## src/rtl/avl_arbiter.sv

```systemverilog
// Two-port (instruction/data) request arbiter in front of the Avalon-MM bridge.
// Define AVL_ARB_ROUND_ROBIN_EN to replace fixed data priority with alternating tie-breaks.
module avl_arbiter (
    input  logic        clock,
    input  logic        reset,
    input  logic        imem_valid,
    input  logic [31:0] imem_addr,
    output logic [31:0] imem_rdata,
    output logic        imem_ready,
    input  logic        dmem_valid,
    input  logic [31:0] dmem_addr,
    input  logic [31:0] dmem_wdata,
    input  logic [3:0]  dmem_wstrb,
    output logic [31:0] dmem_rdata,
    output logic        dmem_ready,
    output logic        mem_valid,
    output logic        mem_instr,
    output logic [31:0] mem_addr,
    output logic [31:0] mem_wdata,
    output logic [3:0]  mem_wstrb,
    input  logic [31:0] mem_rdata,
    input  logic        mem_ready
);

    typedef enum logic [1:0] {IDLE, BUSY_I, BUSY_D} state_t;

    state_t      state, state_next;
    logic        ipend_vld, dpend_vld;
    logic [31:0] ipend_addr, dpend_addr, dpend_wdata;
    logic [3:0]  dpend_wstrb;
    logic        grant_i, grant_d;
    logic        tie_to_i;

`ifdef AVL_ARB_ROUND_ROBIN_EN
    logic last_grant_d;

    // Resets to "data", so the first tie after reset goes to instruction.
    always_ff @(posedge clock) begin
        if (!reset)       last_grant_d <= 1'b1;
        else if (grant_i) last_grant_d <= 1'b0;
        else if (grant_d) last_grant_d <= 1'b1;
    end

    assign tie_to_i = last_grant_d;
`else
    assign tie_to_i = 1'b0;
`endif

    // A valid while the slot is still occupied is a protocol violation and is dropped.
    always_ff @(posedge clock) begin
        if (!reset) begin
            ipend_vld  <= 1'b0;
            ipend_addr <= '0;
        end else if (imem_valid && !ipend_vld) begin
            ipend_vld  <= 1'b1;
            ipend_addr <= imem_addr;
        end else if (grant_i) begin
            ipend_vld  <= 1'b0;
        end
    end

    always_ff @(posedge clock) begin
        if (!reset) begin
            dpend_vld   <= 1'b0;
            dpend_addr  <= '0;
            dpend_wdata <= '0;
            dpend_wstrb <= '0;
        end else if (dmem_valid && !dpend_vld) begin
            dpend_vld   <= 1'b1;
            dpend_addr  <= dmem_addr;
            dpend_wdata <= dmem_wdata;
            dpend_wstrb <= dmem_wstrb;
        end else if (grant_d) begin
            dpend_vld   <= 1'b0;
        end
    end

    always_ff @(posedge clock) begin
        if (!reset) state <= IDLE;
        else        state <= state_next;
    end

    always_comb begin
        state_next = state;
        case (state)
            IDLE: begin
                if (grant_i)      state_next = BUSY_I;
                else if (grant_d) state_next = BUSY_D;
            end
            BUSY_I, BUSY_D: if (mem_ready) state_next = IDLE;
            default: state_next = IDLE;
        endcase
    end

    always_comb begin
        grant_i    = 1'b0;
        grant_d    = 1'b0;
        mem_valid  = 1'b0;
        mem_instr  = 1'b0;
        mem_addr   = '0;
        mem_wdata  = '0;
        mem_wstrb  = '0;
        imem_ready = 1'b0;
        imem_rdata = '0;
        dmem_ready = 1'b0;
        dmem_rdata = '0;
        case (state)
            IDLE: begin
                if (ipend_vld && dpend_vld) begin
                    grant_i = tie_to_i;
                    grant_d = !tie_to_i;
                end else begin
                    grant_i = ipend_vld;
                    grant_d = dpend_vld;
                end
                if (grant_i) begin
                    mem_valid = 1'b1;
                    mem_instr = 1'b1;
                    mem_addr  = ipend_addr;
                end else if (grant_d) begin
                    mem_valid = 1'b1;
                    mem_addr  = dpend_addr;
                    mem_wdata = dpend_wdata;
                    mem_wstrb = dpend_wstrb;
                end
            end
            BUSY_I: if (mem_ready) begin
                imem_ready = 1'b1;
                imem_rdata = mem_rdata;
            end
            BUSY_D: if (mem_ready) begin
                dmem_ready = 1'b1;
                dmem_rdata = mem_rdata;
            end
            default: ;
        endcase
    end

endmodule
```

## config.mk

```make
export PLATFORM = sky130hd
export DESIGN_NAME = avl_arbiter
export DESIGN_NICKNAME = d
export VERILOG_FILES = /design/src/rtl/avl_arbiter.sv
export SDC_FILE = /design/constraint.sdc
export NUM_CORES = 1
export LEC_CHECK = 0
export CAP_MARGIN = 10
export CORE_ASPECT_RATIO = 0.9
export CORE_MARGIN = 10
export CORE_UTILIZATION = 50
export CTS_CLUSTER_SIZE = 16
export DETAILED_ROUTE_END_ITERATION = 10
export DONT_BUFFER_PORTS = 1
export HOLD_SLACK_MARGIN = 0.1
export MAX_ROUTING_LAYER = met4
export SYNTH_ARGS = -nofsm -noshare
export SYNTH_HDL_FRONTEND = slang
export SYNTH_SLANG_ARGS = --single-unit
```

## constraint.sdc

```tcl
create_clock -name clock -period 1.8 [get_ports clock]
set_input_delay 0.09 -clock clock [delete_from_list [all_inputs] [get_ports clock]]
set_output_delay 0.09 -clock clock [all_outputs]
set_load 0.01 [all_outputs]
```

==> results_dict.tcl, run 1 <==
set metrics [dict create \
    status "finished with violations" \
    violations "setup timing" \
    clock-sinks 104 \
    synth_top_area_share 0.4154 \
    via_count 4773 \
    seq_area_mm2 0.002085 \
    synth-edff-count 0 \
    ant_nets 0 \
    preCtsSetupSlack_ns 0.2065 \
    grt_max_degree 106 \
    synthesis.area_mm2 0.005012 \
    clk_path_buf_depth 2 \
    gr-max-usage-layer "met2" \
    synth_compound_area_frac 0.2147 \
    worst_ep_required_time_ns 1.71 \
    die_w_um 125.5 \
    path_max_fanout 8 \
    rsz0062_at_grt "yes" \
    ys_seq_elements 104 \
    place.gp.congestion 0.8520 \
    grt_util_met1 0.2666 \
    crit_slowest_cell "dfxtp_2" \
    p_leak_nw 3.122 \
    antenna_found_initial 3 \
    drive_gt1_frac 0.1226 \
    use_met3 0.09618 \
    drt-vias-per-instance 5.602 \
    rr_startpoint "state[0]$_SDFFE_PN0P_" \
    synthSimpleGateAreaFrac 0.2913 \
    fmax_mhz 532.1 \
    r2r_end "state[0]$_SDFFE_PN0P_" \
    cap_viol_max_count 0 \
    drc 0 \
    worstSetupPathType "reg -> out" \
    vdd_drop_max_v 0.0007100 \
    grt_first_pass_wirelength_um 28110 \
    period_share 1.044 \
    yosysWarnings 0 \
    grt_util_all_layers 0.2463 \
    core_mm2 0.009742 \
    io_pins 273 \
    synth_common_cells "nand2_1, dfxtp_1, and3_1" \
    worst_slack_ns -0.07946 \
    dp_hpwl_um 11740 \
    tightest_slew_ns 0.3919 \
    cts_tree "done" \
    portBuffers 0 \
    seq_power_share 0.467 \
    power_mw 5.469 \
    r2r_cells 6 \
    clk_pin_slew_worst_paths_ns 0.10 \
    synth_area_leader_cell "dfxtp_1" \
    arrival_ns 1.79 \
    clk_latency_ns 0.37 \
    path_cells "inv_4 -> ha_4 -> nor2b_4 -> and2_4 -> buf_12 -> buf_16 -> a22o_4" \
    maxSlewViolCount 0 \
    yosysSeqAreaShare 0.4154 \
    p_switching_mw 1.529 \
    synth.avg_cell_area_um2 8.007 \
    syn_nets 766 \
    slowest_delay_ns 0.37 \
    synth-xor-area-share 0 \
    max-slew-margin-rel 0.7384 \
    syn_inst 626 \
    synthArstFlopShare 0 \
    cts-htree-levels 3 \
    synth_mux_area_frac 0 \
    internal_power_mw 3.940 \
    tns_ns -2.180 \
    totalWireLength_um 18560 \
    first_pass_iters 4 \
    die_area_mm2 0.01444 \
    area_growth_pct 37.99 \
    swShare 0.2796 \
    clock_skew_ns 0.009041 \
    n_fill_cell 731 \
    ys.flop_type "dfxtp_1" \
    holdPathEnd "ipend_vld$_SDFFE_PN0P_" \
    die_h_um 115.0 \
    cp-end-kind "output pin" \
    pwr-share-clk 0.310 \
    setup_viol 32 \
    p_comb_frac 0.223 \
    r2r_setup_slack_ns 0.05 \
    drt_iter0_markers 433 \
    cts_root_buf "clkbuf_8" \
    power_density_mw_per_mm2 790.7 \
    nets 853 \
    wl_per_cell_um 21.78 \
    initial_core_util 0.5145 \
    yosysMostFrequentCell "nand2_1" \
    hold_start "reset" \
    hold_path.class "in -> reg" \
    synth_cell_type_count 21 \
    use_met2 0.4090 \
    grt_overflow 0 \
    numCtsBuffers 9 \
    cp-start-kind "register" \
    cp-startpoint "state[0]$_SDFFE_PN0P_" \
    synth_top_family_by_area "simple AND/OR/NAND/NOR gates" \
    rows 34 \
    hold_viol 0 \
    synthTopCellsByArea "dfxtp_1, nand2_1, a21boi_0, and3_1, a22o_1" \
    synth_adder_area_share 0.007489 \
    multi_input_area_mm2 0.002892 \
    timing.hold.ws_ns 0.1343 \
    post-route-min-period_ns 1.879 \
    hold_path_depth 3 \
    grt_pass1_vias 4933 \
]
==> cell usage in the layout, fill, tap and decap left out, drive strengths merged, types with 2 or more instances in the layout <==
cell,instances
inv,4
nor2b,4
diode,8
buf,28
a22o,32
and3,100
nand2b,3
nand2,201
dfxtp,104
a21boi,101
and2,4
bufinv,2
dlygate4sd3,110
o21ai,3
clkbuf,13
ha,3
==> power groups by stage <==
stage / Combinational, mW / Clock [mW] / Sequential, mW
global route: 1.33 / 1.81 / 2.57
floorplan: 0.633 / 0 / 2.55
CTS: 1.16 / 1.73 / 2.55
global placement: 0.699 / 0 / 2.58
detailed placement: 0.725 / 0 / 2.58
finish: 1.22 / 1.69 / 2.55
==> worst max path at each step <==
stage / endpoint / slack (ns) / cells past startpoint
4_1_cts: mem_addr[10] / -0.08 / 7
3_3_place_gp: mem_addr[29] / 0.29 / 6
3_5_place_dp: mem_addr[2] / 0.21 / 6
2_1_floorplan: mem_addr[23] / 0.31 / 7
6_report: mem_addr[1] / -0.08 / 7
5_1_grt: mem_addr[2] / -0.14 / 7
==> layout make-up <==
class	instances	share of cell area
Multi-Input combinational cell	456	0.4181
Inverter	3	0.001990
Clock buffer	12	0.02388
Antenna cell	8	0.002894
Timing Repair Buffer	139	0.2183
Tap cell	126	0.02279
Clock inverter	4	0.01067
Sequential cell	104	0.3014
==> sequential cells by signal, summed over array words and instances (netlist names) <==
register	flops
dpend_vld	1
ipend_addr	32
ipend_vld	1
dpend_addr	32
dpend_wdata	32
state	2
dpend_wstrb	4
==> through the flow <==
step | instance area (um^2) | instances | utilization
6_report | 6917 | 852 | 0.7100
2_1_floorplan | 5012 | 626 | -
4_1_cts | 6808 | 839 | 0.6988
3_3_place_gp | 4985 | 702 | 0.5117
5_1_grt | 6917 | 852 | 0.7100
3_5_place_dp | 4985 | 702 | 0.5117
==> per-layer routing <==
layer  part of all wire  vias up  wire length, um
met2               0.50      202             9319
met3              0.082       17             1515
li1                   -     2290                -
met1               0.40     2264             7401
met4              0.017        0              322
met5                  0        -                0
==> kinds of logic (layout without fill, tap and decap cells) <==
group | after synthesis | in the layout
adders and majority gates | 3 | 3
buffers and inverters | 66 | 158
AOI/OAI and AO/OA | 139 | 139
other | 0 | 8
DFF | 104 | 104
and+or+nand+nor | 314 | 314
==> critical path, delay by kind of cell (launching register included) <==
kind | cells | cell delay [ns]
buf+inv | 3 | 0.34
compound gates | 1 | 0.26
simple gates | 2 | 0.30
flops | 1 | 0.37
fa+ha+maj | 1 | 0.15
==> what timing repair did <==
action / in CTS / in global routing
buffers inserted: 7 / 4
hold endpoints to repair: 104 / 0
pin swaps: 22 / 8
hold buffers: 111 / 0
endpoints found under the setup margin: 99 / 73
resized for setup: 49 / 7
cloned: 3 / 1
Note: power is estimated with default switching activity, not from simulation.
==> run 2, diff against run 1 <==
ABC_CLOCK_PERIOD_IN_PS = 1800   (was default)
CAP_MARGIN = 20   (was 10)
CORE_UTILIZATION = 38   (was 50)
==> run 2 against run 1 <==
Compared with the run above:
- final area increased by 1.5%
- die area rose by 26%
- critical path type unchanged
- sequential share of layout area fell by 0.42 points
- critical path depth fell by 1
- total power is 2.6% higher
- sequential power hardly changed
- count of clock-buffer cells in the layout shrank 1
- worst hold slack worse by 0.0039 ns
- the run now ends clean
- combinational power is essentially flat
- setup slack gained 0.12 ns
==> results_dict.tcl, run 2 (synthesized netlist as in run 1, its figures left out) <==
set metrics [dict create \
    stdcell_area_mm2 0.007018 \
    setup_viol 0 \
    drt_iter0_markers 322 \
    n_fill_cell 1072 \
    drc 0 \
    period_share 0.9780 \
    clk_pin_slew_worst_paths_ns 0.07 \
    power_density_mw_per_mm2 799.5 \
    nets 857 \
    cap_viol_max_count 0 \
    layout_common_cells "nand2_1, dlygate4sd3_1, dfxtp_1, and3_1, a21boi_0" \
    drive_gt1_frac 0.1191 \
    rr_startpoint "ipend_vld$_SDFFE_PN0P_" \
    die_w_um 141.1 \
    core_mm2 0.01278 \
    cp_num_buf_inv 2 \
    portBuffers 0 \
    fmax_mhz 568.0 \
    r2r_end "ipend_addr[11]$_SDFFE_PN0P_" \
    initial_core_util 0.3921 \
    cts_root_buf "clkbuf_16" \
    post-route-min-period_ns 1.760 \
    r2r_cells 5 \
    clock_skew_ns 0.006676 \
    reg_top3 "dpend_addr: 32 flops, dpend_wdata: 32 flops, ipend_addr: 32 flops" \
    grt_first_pass_wirelength_um 26720 \
    cp-start-kind "register" \
    status "finished, final reports clean" \
    vdd_drop_max_v 0.0006226 \
    area_growth_pct 40.01 \
    holdPathEnd "dpend_wdata[3]$_SDFFE_PN0P_" \
    power_mw 5.611 \
    hold_path.class "in -> reg" \
    hold_viol 0 \
    hold_path_depth 3 \
    hold_start "dmem_valid" \
    dpl_cell_area_mm2 0.005030 \
    clk_latency_ns 0.35 \
    worstSetupPathType "reg -> out" \
    dp_hpwl_um 11420 \
    grt_overflow 0 \
    clk_path_buf_depth 2 \
    clock-sinks 104 \
    final_cells 886 \
    grt_util_all_layers 0.1847 \
    numCtsBuffers 9 \
    wl_per_cell_um 21.05 \
    tightest_slew_ns 0.4388 \
    path_max_fanout 6 \
    r2r_setup_slack_ns 0.07 \
    io_pins 273 \
    rsz0062_at_grt "yes" \
    via_count 4836 \
    place.gp.congestion 0.8127 \
    ant_nets 0 \
    cp-end-kind "output pin" \
    maxSlewViolCount 0 \
    timing.hold.ws_ns 0.1304 \
    antennaDiodeCount 0 \
    cts_tree "done" \
    grt_pass1_vias 4862 \
    path_cells "inv_2 -> ha_4 -> nor2b_4 -> and2_4 -> clkbuf_16 -> a22o_4" \
    grt_max_degree 91 \
    p_leak_nw 3.203 \
    path_delay_family "flip-flops" \
    totalWireLength_um 18650 \
    rows 39 \
    max-slew-margin-rel 0.7074 \
    cts-htree-levels 3 \
    layout_commonest_cell "nand2_1" \
    worst_ep_required_time_ns 1.71 \
    crit_slowest_cell "dfxtp_2" \
    worst_slack_ns 0.03951 \
    dp.cells 743 \
    first_pass_iters 5 \
    die_h_um 129.0 \
    antenna_found_initial 0 \
    drt-vias-per-instance 5.458 \
    preCtsSetupSlack_ns 0.2628 \
    slowest_delay_ns 0.34 \
    die_area_mm2 0.01819 \
    arrival_ns 1.67 \
]
==> run 2: final cells by class <==
cell class | instances | area [um^2] | share of cell area
inverters | 3 | 11.26 | 0.001605
clock buffers | 11 | 232.7 | 0.03316
multi-input cells | 456 | 2902 | 0.4134
flip-flops and latches | 104 | 2086 | 0.2972
clock inverters | 5 | 41.29 | 0.005883
repair buffers | 143 | 1540 | 0.2195
well taps | 164 | 205.2 | 0.02924
==> run 2: worst max path at each step <==
| stage | from | endpoint | cells past startpoint |
|---|---|---|---|
| floorplan | state[0]$_SDFFE_PN0P_ | mem_addr[23] | 7 |
| global placement | state[0]$_SDFFE_PN0P_ | mem_addr[28] | 6 |
| detailed placement | state[0]$_SDFFE_PN0P_ | mem_addr[28] | 6 |
| CTS | state[0]$_SDFFE_PN0P_ | mem_addr[7] | 6 |
| global route | state[0]$_SDFFE_PN0P_ | mem_addr[28] | 6 |
| finish | state[0]$_SDFFE_PN0P_ | mem_addr[28] | 6 |
==> run 2: repair_timing <==
| item | 4_1_cts | 5_1_grt |
|---|---|---|
| hold buffers | 118 | 0 |
| cloned | 1 | 4 |
| setup endpoints to repair | 99 | 47 |
| resized for setup | 29 | 33 |
| pin swaps | 0 | 19 |
| buffers inserted | 1 | 3 |
| hold endpoints to repair | 104 | 0 |
==> run 2: power by group <==
group	internal (mW)	total [mW]	switching, mW
logic	0.576	1.20	0.628
registers	2.45	2.56	0.106
clock network	0.955	1.85	0.896
total	3.98	5.61	1.63
==> run 2: worst register-to-register path: cells and delay by family (launching register included) <==
family,cells,cell delay [ns]
AO/OA/AOI/OAI,1,0.22
AND/OR/NAND/NOR,2,0.26
buffers and inverters,2,0.80
flip-flops,1,0.39
==> run 2: per-layer routing <==
metal,track usage,wire length (um),vias up
li1,-,-,2279
met1,0.2037,7317,2284
met2,0.3041,9440,252
met3,0.07576,1651,21
met4,0.04733,242,0
met5,-,0,-
==> run 2: through the flow <==
step                  util  setup TNS, ns
global placement    0.3934              0
detailed placement  0.3934              0
finish              0.5489              0
CTS                 0.5222              0
floorplan                -              0
global route        0.5489       -0.01607
